`config.mk`:
```
export PLATFORM = sky130hd
export DESIGN_NAME = rv32m_muldiv_unit
export DESIGN_NICKNAME = d
export VERILOG_FILES = /design/src/rtl/rv32m_muldiv_unit.sv
export SDC_FILE = /design/constraint.sdc
export NUM_CORES = 1
export LEC_CHECK = 0
export BUFFER_PORTS_ARGS = -buffer_cell sky130_fd_sc_hd__clkbuf_2
export CORE_ASPECT_RATIO = 1.1
export CORE_MARGIN = 2
export CORE_UTILIZATION = 62
export CTS_BUF_LIST = sky130_fd_sc_hd__clkbuf_16
export DETAILED_ROUTE_END_ITERATION = 7
export PLACE_DENSITY = 0.82
export SLEW_MARGIN = 30
export SYNTH_ARGS = -nofsm -noshare
export SYNTH_HDL_FRONTEND = slang
export SYNTH_SLANG_ARGS = --single-unit
```
`constraint.sdc`:
```
create_clock -name clk -period 6 [get_ports clk]
set_clock_uncertainty 0.05 [all_clocks]
set_input_delay 0.3 -clock clk [delete_from_list [all_inputs] [get_ports clk]]
set_output_delay 0.3 -clock clk [all_outputs]
set_load 0.005 [all_outputs]
```
`src/rtl/rv32m_muldiv_unit.sv`:
```
// Iterative RV32M multiply/divide unit: 32 shift-add or restoring-divide steps
// over operand magnitudes, followed by one sign-fix/select edge.
module rv32m_muldiv_unit #(
  parameter int XLEN  = 32,
  parameter int CNT_W = 6
) (
  input  logic            clk,
  input  logic            rst,
  input  logic            start,
  input  logic [2:0]      funct3,
  input  logic [XLEN-1:0] rs1_data,
  input  logic [XLEN-1:0] rs2_data,
  output logic            busy,
  output logic            done,
  output logic [XLEN-1:0] result
);

  typedef enum logic [1:0] {IDLE, RUN, FIX, DONE} state_t;

  localparam logic [XLEN-1:0] ALL_ONES = '1;
  localparam logic [XLEN-1:0] MIN_NEG  = {1'b1, {(XLEN-1){1'b0}}};
  localparam logic [CNT_W-1:0] LAST_IT = CNT_W'(XLEN - 1);

  state_t state, state_nxt;

  logic [2:0]       op;
  logic [XLEN-1:0]  hi, lo, bmag;
  logic             neg_q, neg_r, special;
  logic [CNT_W-1:0] count;

  function automatic logic [XLEN-1:0] cond_neg(input logic [XLEN-1:0] v, input logic en);
    return en ? -v : v;
  endfunction

  function automatic logic [2*XLEN-1:0] cond_neg2(input logic [2*XLEN-1:0] v, input logic en);
    return en ? -v : v;
  endfunction

  logic            a_signed, b_signed, a_neg, b_neg;
  logic            div_zero, div_ovf, is_special;
  logic [XLEN-1:0] spec_val;

  always_comb begin
    a_signed   = (funct3 inside {3'b000, 3'b001, 3'b010, 3'b100, 3'b110});
    b_signed   = (funct3 inside {3'b000, 3'b001, 3'b100, 3'b110});
    a_neg      = a_signed & rs1_data[XLEN-1];
    b_neg      = b_signed & rs2_data[XLEN-1];
    div_zero   = funct3[2] && (rs2_data == '0);
    div_ovf    = funct3[2] && !funct3[0] && (rs1_data == MIN_NEG) && (rs2_data == ALL_ONES);
    is_special = div_zero | div_ovf;
    // Fast-path answers are parked in hi and passed straight through at FIX.
    if (div_zero) spec_val = funct3[1] ? rs1_data : ALL_ONES;
    else          spec_val = funct3[1] ? '0 : MIN_NEG;
  end

  logic [XLEN:0]     mul_sum, div_shift, div_diff;
  logic              div_ge;
  logic [2*XLEN-1:0] prod;
  logic [XLEN-1:0]   quo, rem, fix_val;

  always_comb begin
    mul_sum   = {1'b0, hi} + {1'b0, (lo[0] ? bmag : '0)};
    div_shift = {hi, lo[XLEN-1]};
    div_ge    = (div_shift >= {1'b0, bmag});
    div_diff  = div_shift - {1'b0, bmag};
    prod      = cond_neg2({hi, lo}, neg_q);
    quo       = cond_neg(lo, neg_q);
    rem       = cond_neg(hi, neg_r);
    if (special)      fix_val = hi;
    else if (op[2])   fix_val = op[1] ? rem : quo;
    else if (op[1:0] == 2'b00) fix_val = prod[XLEN-1:0];
    else              fix_val = prod[2*XLEN-1:XLEN];
  end

  always_ff @(posedge clk) begin
    if (rst) state <= IDLE;
    else     state <= state_nxt;
  end

  always_comb begin
    state_nxt = state;
    busy      = (state != IDLE);
    done      = (state == DONE);
    case (state)
      IDLE: if (start) state_nxt = is_special ? FIX : RUN;
      RUN:  if (count == LAST_IT) state_nxt = FIX;
      FIX:  state_nxt = DONE;
      DONE: state_nxt = IDLE;
      default: state_nxt = IDLE;
    endcase
  end

  // hi:lo is the product during multiply and remainder:quotient during divide.
  always_ff @(posedge clk) begin
    if (rst) begin
      op <= '0; hi <= '0; lo <= '0; bmag <= '0;
      neg_q <= 1'b0; neg_r <= 1'b0; special <= 1'b0;
      count <= '0; result <= '0;
    end else begin
      case (state)
        IDLE: if (start) begin
          op      <= funct3;
          lo      <= cond_neg(rs1_data, a_neg);
          bmag    <= cond_neg(rs2_data, b_neg);
          hi      <= is_special ? spec_val : '0;
          neg_q   <= a_neg ^ b_neg;
          neg_r   <= a_neg;
          special <= is_special;
          count   <= '0;
        end
        RUN: begin
          count <= count + CNT_W'(1);
          if (op[2]) begin
            hi <= div_ge ? div_diff[XLEN-1:0] : div_shift[XLEN-1:0];
            lo <= {lo[XLEN-2:0], div_ge};
          end else begin
            hi <= mul_sum[XLEN:1];
            lo <= {mul_sum[0], lo[XLEN-1:1]};
          end
        end
        FIX: result <= fix_val;
        default: ;
      endcase
    end
  end

endmodule

```
=== Word-level counts from Yosys, hierarchy flattened ===
Cells that the tools add are included.
Widths: inputs -> output; s select.

* Add/sub/neg operators: 8
* Equal/unequal tests: 12
* Bitwise operators: 4
* Order comparisons: 1
* Shift operators: 0
* Multiply operators: 0
* Mux-type cells: 27
* Reductions and logical operators: 16
* Divide/modulo/power cells: 0

{| class="wikitable"
|+ Operators by type and width
! kind !! number
|-
| $mux 32 || 18
|-
| $neg 32->32 || 4
|-
| $pmux 32 s2 || 2
|-
| $eq 32x32->1 const B || 2
|-
| $mux 64 || 1
|-
| $neg 64->64 || 1
|-
| $add 32x32->33 || 1
|-
| $ge 33x32->1 || 1
|-
| $logic_not 32->1 || 1
|-
| $sub 32x32->32 || 1
|-
| $pmux 6 s2 || 1
|-
| $pmux 2 s4 || 1
|-
| $add 6x1->6 const B || 1
|-
| $eq 3x3->1 const B || 2
|-
| $eq 6x5->1 const B || 1
|-
| $mux 2 || 3
|-
| $mux 6 || 1
|-
| $reduce_and 2->1 || 3
|-
| $reduce_bool 5->1 || 1
|-
| $eq 2x2->1 const B || 2
|-
| $logic_and 1x1->1 || 4
|-
| $logic_not 2->1 || 2
|-
| $ne 2x2->1 const B || 2
|-
| $reduce_bool 2->1 || 2
|-
| other kinds (9) || 10
|}

* Logic and storage cells: 78
* Register bits: 142
* Input bits: 70
* Output and inout port bits: 34
* Bits in latches: 0
* Bits in writable memories: 0
* Memory bits (read-only): 0
* Memories kept: 0

=== Depth between registers and ports, before layout ===
* Depth after elaboration: 8
* Gate-level depth with buffers: 14
* Depth with buffers taken out: 14

=== Least setup slack after synthesis ===
Ideal clock, no wire load.

* Path kind: register -> register
* Start point: register hi[0]
* End point: register result[26]
* Data arrival time: 3.287 ns
* Clock period less this slack: 3.413 ns
* Library setup time: 0.076 ns
* Slack: 2.587 ns
* Required time: 5.874 ns
* Buffers on the path: 1
* Stages on the path, launching flop included: 14
* Cell sequence: dfxtp_1 -> inv_1 -> ha_1 -> or3b_4 -> nand4b_4 -> or4_4 -> buf_6 -> or3_4 -> or2_4 -> or4_4 -> nand2_2 -> xnor2_1 -> o221ai_2 -> o22ai_1

* Word-level cells in the longest chain between the ends: 5
* Elaborated cells on any way between the ends: 8

{| class="wikitable"
|+ Ends and longest elaborated chain
! element !! line !! RTL
|-
| start: declaration || 27 || <nowiki>logic [XLEN-1:0] hi, lo, bmag;</nowiki>
|-
| start signal: assignment || 105 || <nowiki>hi <= is_special ? spec_val : '0;</nowiki>
|-
| start signal: assignment || 114 || <nowiki>hi <= div_ge ? div_diff[XLEN-1:0] : div_shift[XLEN-1:0];</nowiki>
|-
| start signal: assignment || 117 || <nowiki>hi <= mul_sum[XLEN:1];</nowiki>
|-
| $neg 64->64 or $neg 32->32 (tied branches) || 36, 32 ||
|-
| $mux 64 or $mux 32 (tied branches) || 36, 32 ||
|-
| $mux 32 (on tied branches) || 71, 70 ||
|-
| $mux 32 (*) || 70 || <nowiki>else if (op[2]) fix_val = op[1] ? rem : quo;</nowiki>
|-
| $mux 32 (*) || 69 || <nowiki>if (special) fix_val = hi;</nowiki>
|-
| end signal: assignment || 121 || <nowiki>FIX: result <= fix_val;</nowiki>
|-
| end: declaration || 15 || <nowiki>output logic [XLEN-1:0] result</nowiki>
|}

Every way passes the cells marked *; elsewhere a longest branch is shown, timed or not.
A chain may end at the register's enable or synchronous reset.

=== Worst setup path after layout ===
* Start point: register hi[0]
* End point: register hi[31]

* Word-level cells in the longest chain between the ends: 4
* Elaborated cells on any way between the ends: 6

{| class="wikitable"
|+ Ends and longest elaborated chain
! element !! line !! RTL
|-
| $sub 32x32->32 or $ge 33x32->1 (tied branches) || 65, 64 ||
|-
| $mux 32 || 114 ||
|-
| $mux 32 (*) || 113 || <nowiki>if (op[2]) begin</nowiki>
|-
| $pmux 32 s2 (*) || 100 || <nowiki>case (state)</nowiki>
|}

Marked as above.

==> summary by stage <==
Run status
The run finished with clean final reports.

Pwr
The maximum ir drop on the vdd rail is 0.2687 mV. The power per standard cell area is 546.4 nW/um2. For this design the static power due to leakage is 6.070 nW.

Routing
Using the TritonRoute via totals, the vias-per-cell ratio works out to 6.747. The overall routed net length is 48990 um. After detailed routing, the number of remaining DRC violations is 0.

The number of vias in the routed layout is 15.67k. The mean routed wirelength per cell is 21.10 um. For this block, the initial DRC count from the detailed router was 1592.

The count of nets left with antenna violations once routing finished came out at 0. The pre-antenna-repair detailed-routing pass consisted of 6 iterations.

Synth
Counting flops with a built-in enable in the synthesized netlist gives 0. The most frequently used flop master after synthesis is dfxtp_1. The share of flip-flops with an asynchronous set or reset is 0%. Synthesis produced a netlist with a net count of 2177. Sequential cells were found to cover 19.60% of the synthesized design area. The cell count after synthesis is 2031. For this run, the number of Yosys warnings is 0. The mapped netlist covers 14510 um2.

The count of distinct cell types in the synthesized netlist is 84. The post-synthesis register bit count is 142. After synthesis, the mean cell area works out to 7.142 um2.

Final layout
Cells with a size suffix above 1 make up 10.09% of the layout. The final layout contains 2154 nets. Leaving out fill and tap cells, the most frequent cell in the layout is nand2_1. The finished layout cell area is 15560 um2. Leaving out fill and tap cells, the most frequent cells in the layout are 199 x nand2_1, 180 x nor2_1, 177 x a21oi_1. The area growth from synthesis to layout is 7.246%.

Worst setup path
STA classifies the critical path startpoint as a flop. The worst-case reg-to-reg path depth is 11. In this run the worst path has a maximum fanout of 33.

The critical path class is reg -> reg. The start of the worst register-to-register path is hi[0]$_SDFFE_PP0P_. The data required time of the worst path is 6280 ps. In this run the critical register-to-register path is captured at hi[31]$_SDFFE_PP0P_. The reg-to-reg setup timing slack is 1260 ps.

The worst endpoint data arrival time is 5020 ps. STA classifies the critical path endpoint as a flop.

Place
The HPWL after detailed placement is 36720 um. After detailed placement, the total cell area comes to 14950 um2. The routability congestion estimate is 1.004. During placement, the flow inserted port buffers numbering 103.

Floorplan
The placeable core region is 22930 um2. The chip width is 149.8 um. The initialized floorplan defines 58 standard-cell rows.

The starting density of the core is 63.25%. For this design the top-level I/O count stands at 104. The area of the die is 24640 um2. The vertical die dimension is 164.4 um.

Timing
The worst slew margin relative to its limit is 31.48%. The transition time at the pin with the least slew margin is 1026 ps. The count of pins over their slew limit is 0.

Hold is met by 108.6 ps. Setup violations remaining at the end of the flow were counted as 0. Timing would allow up to 211.1 MHz. The setup TNS is 0 ps.

The number of endpoints with negative hold slack in the final report is 0. The final critical delay including setup and external delays is 4738 ps. The final worst-path cycle share is 78.97%. Setup repair after global routing left no endpoint under its margin.

Worst hold path
The worst hold path depth is 3. The worst hold path terminates at bmag[0]$_SDFFE_PP0P_. The worst hold path class is in -> reg. The startpoint identified for the worst hold timing path is rs2_data[0].

Global routing
The number of antenna violations at the first check in global routing is 1. The number of global-route vias before repair is 14.21k. The first global-routing pass estimated 76380 um of wire. The all-layer global routing usage is 39.22%.

The residual overflow from global routing is 0. Entering global routing, the biggest net connects 87 pins.

CTS
TritonCTS built the clock tree. The count of buffers added by post-CTS timing repair for setup is 0. Counting along the longest clock path gives a buffer depth of 2.

The number of H-tree levels is 4. The number of gates resized after CTS was 0. The number of sinks handled by clock tree synthesis is 142.

The number of clock buffers inserted by TritonCTS is 17. The clock latency at the later pin of the worst-skew pair is 450 ps. For this design, the CTS-stage hold fixing added 0 buffers. After clock tree synthesis, the clock-pin slew on the worst setup and hold paths is 70 ps.

The cell at the root of the clock tree is clkbuf_16.

Run
Max-cap violations in this run came to 0.
==> Yosys cell counts, types with 11 or more instances <==
| cell type | count | area [um2] |
|---|---|---|
| o211ai_1 | 36 | 270.3 |
| a21oi_1 | 178 | 890.9 |
| nor4_1 | 17 | 106.4 |
| dfxtp_1 | 142 | 2843 |
| xor2_1 | 72 | 630.6 |
| a21o_1 | 40 | 300.3 |
| or2_2 | 11 | 68.82 |
| nor2_1 | 184 | 690.7 |
| or3_1 | 28 | 175.2 |
| o22ai_1 | 31 | 193.9 |
| a31oi_1 | 17 | 106.4 |
| and3_1 | 14 | 87.58 |
| clkbuf_1 | 151 | 566.8 |
| nand2_1 | 199 | 747.0 |
| a211oi_1 | 59 | 442.9 |
| ha_1 | 74 | 925.9 |
| a22oi_1 | 15 | 112.6 |
| nand4_1 | 23 | 143.9 |
| xnor2_1 | 118 | 1033 |
| or4_1 | 14 | 105.1 |
| o221ai_1 | 14 | 122.6 |
| nand2b_1 | 11 | 68.82 |
| inv_1 | 75 | 281.5 |
| o41ai_1 | 15 | 131.4 |
| nor3_1 | 53 | 265.3 |
| o31ai_1 | 26 | 195.2 |
| mux2i_1 | 53 | 530.5 |
| nand3_1 | 24 | 120.1 |
| a311oi_1 | 12 | 105.1 |
| o21ai_0 | 152 | 760.7 |
==> final cells by class <==
class	instances	area, um2
Multi-Input combinational cell	1642	10740
Fill cell	2096	7376
Inverter	79	296.5
Tap cell	300	375.4
Antenna cell	1	2.502
Sequential cell	142	2848
Clock inverter	15	173.9
Timing Repair Buffer	126	690.7
Clock buffer	17	425.4
==> worst max path at each step <==
stage / start / end / slack [ps] / cells past startpoint
after global placement: hi[0]$_SDFFE_PP0P_ / hi[31]$_SDFFE_PP0P_ / 1520 / 11
after global routing: hi[0]$_SDFFE_PP0P_ / hi[31]$_SDFFE_PP0P_ / 1030 / 11
after detailed placement: hi[0]$_SDFFE_PP0P_ / hi[31]$_SDFFE_PP0P_ / 1420 / 11
after CTS: hi[0]$_SDFFE_PP0P_ / hi[31]$_SDFFE_PP0P_ / 1380 / 11
final: hi[0]$_SDFFE_PP0P_ / hi[31]$_SDFFE_PP0P_ / 1260 / 11
after floorplan: hi[0]$_SDFFE_PP0P_ / result[26]$_SDFFE_PP0P_ / 2590 / 13
==> registers in the layout (all words and copies together), names as in the netlist <==
name and flops:
neg_r 1, bmag 32, result 32, state 2
op 3, hi 32, count 6, lo 32
special 1, neg_q 1
==> metal layers <==
layer / routed length [um] / share of wire (%) / up-vias / GRT usage (%)
met5: 0 / 0 / - / 0
met1: 19790 / 40 / 7227 / 50.47
met2: 22690 / 46 / 861 / 64.94
li1: - / - / 7400 / -
met3: 4206 / 8.6 / 178 / 4.807
met4: 2302 / 4.7 / 0 / 19.30
==> per-stage QoR <==
step                power, mW  util (%)  instances  setup slack, ps
floorplan               5.757         -       2031             2587
global placement        7.068     65.17       2289             1523
detailed placement      7.172     65.20       2289             1421
CTS                     8.304     67.81       2321             1383
global route            9.046     67.83       2321             1028
finish                  8.500     67.84       2322             1262
==> critical path, stage by stage (launching register included) <==
cell and delay, ps:
dfxtp_1 620, ha_1 330, nor2b_1 150, o2111a_1 230, a2111oi_2 620, a21boi_0 390, o2111ai_1 360, nand3_2 710
nand2_1 540, o311ai_0 250, a311oi_1 300, nor2_1 70
==> power breakdown <==
group          leakage, nW  internal, mW  switching, mW  total (mW)
combinational         4.61          2.18           3.40        5.58
sequential            1.16          1.23          0.563        1.79
clock                0.296         0.629          0.502        1.13
total                 6.07          4.03           4.47        8.50
==> kinds of logic after synthesis <==
| kind of cell | synth area share (%) |
|---|---|
| AO/OA/AOI/OAI | 30.99 |
| AND/OR/NAND/NOR | 20.54 |
| buffers and inverters | 6.616 |
| XOR/XNOR | 11.47 |
| flip-flops | 19.60 |
| adder cells (fa/ha/maj) | 6.659 |
| multiplexers | 4.123 |
No activity file was read; power rests on OpenSTA's default activity.
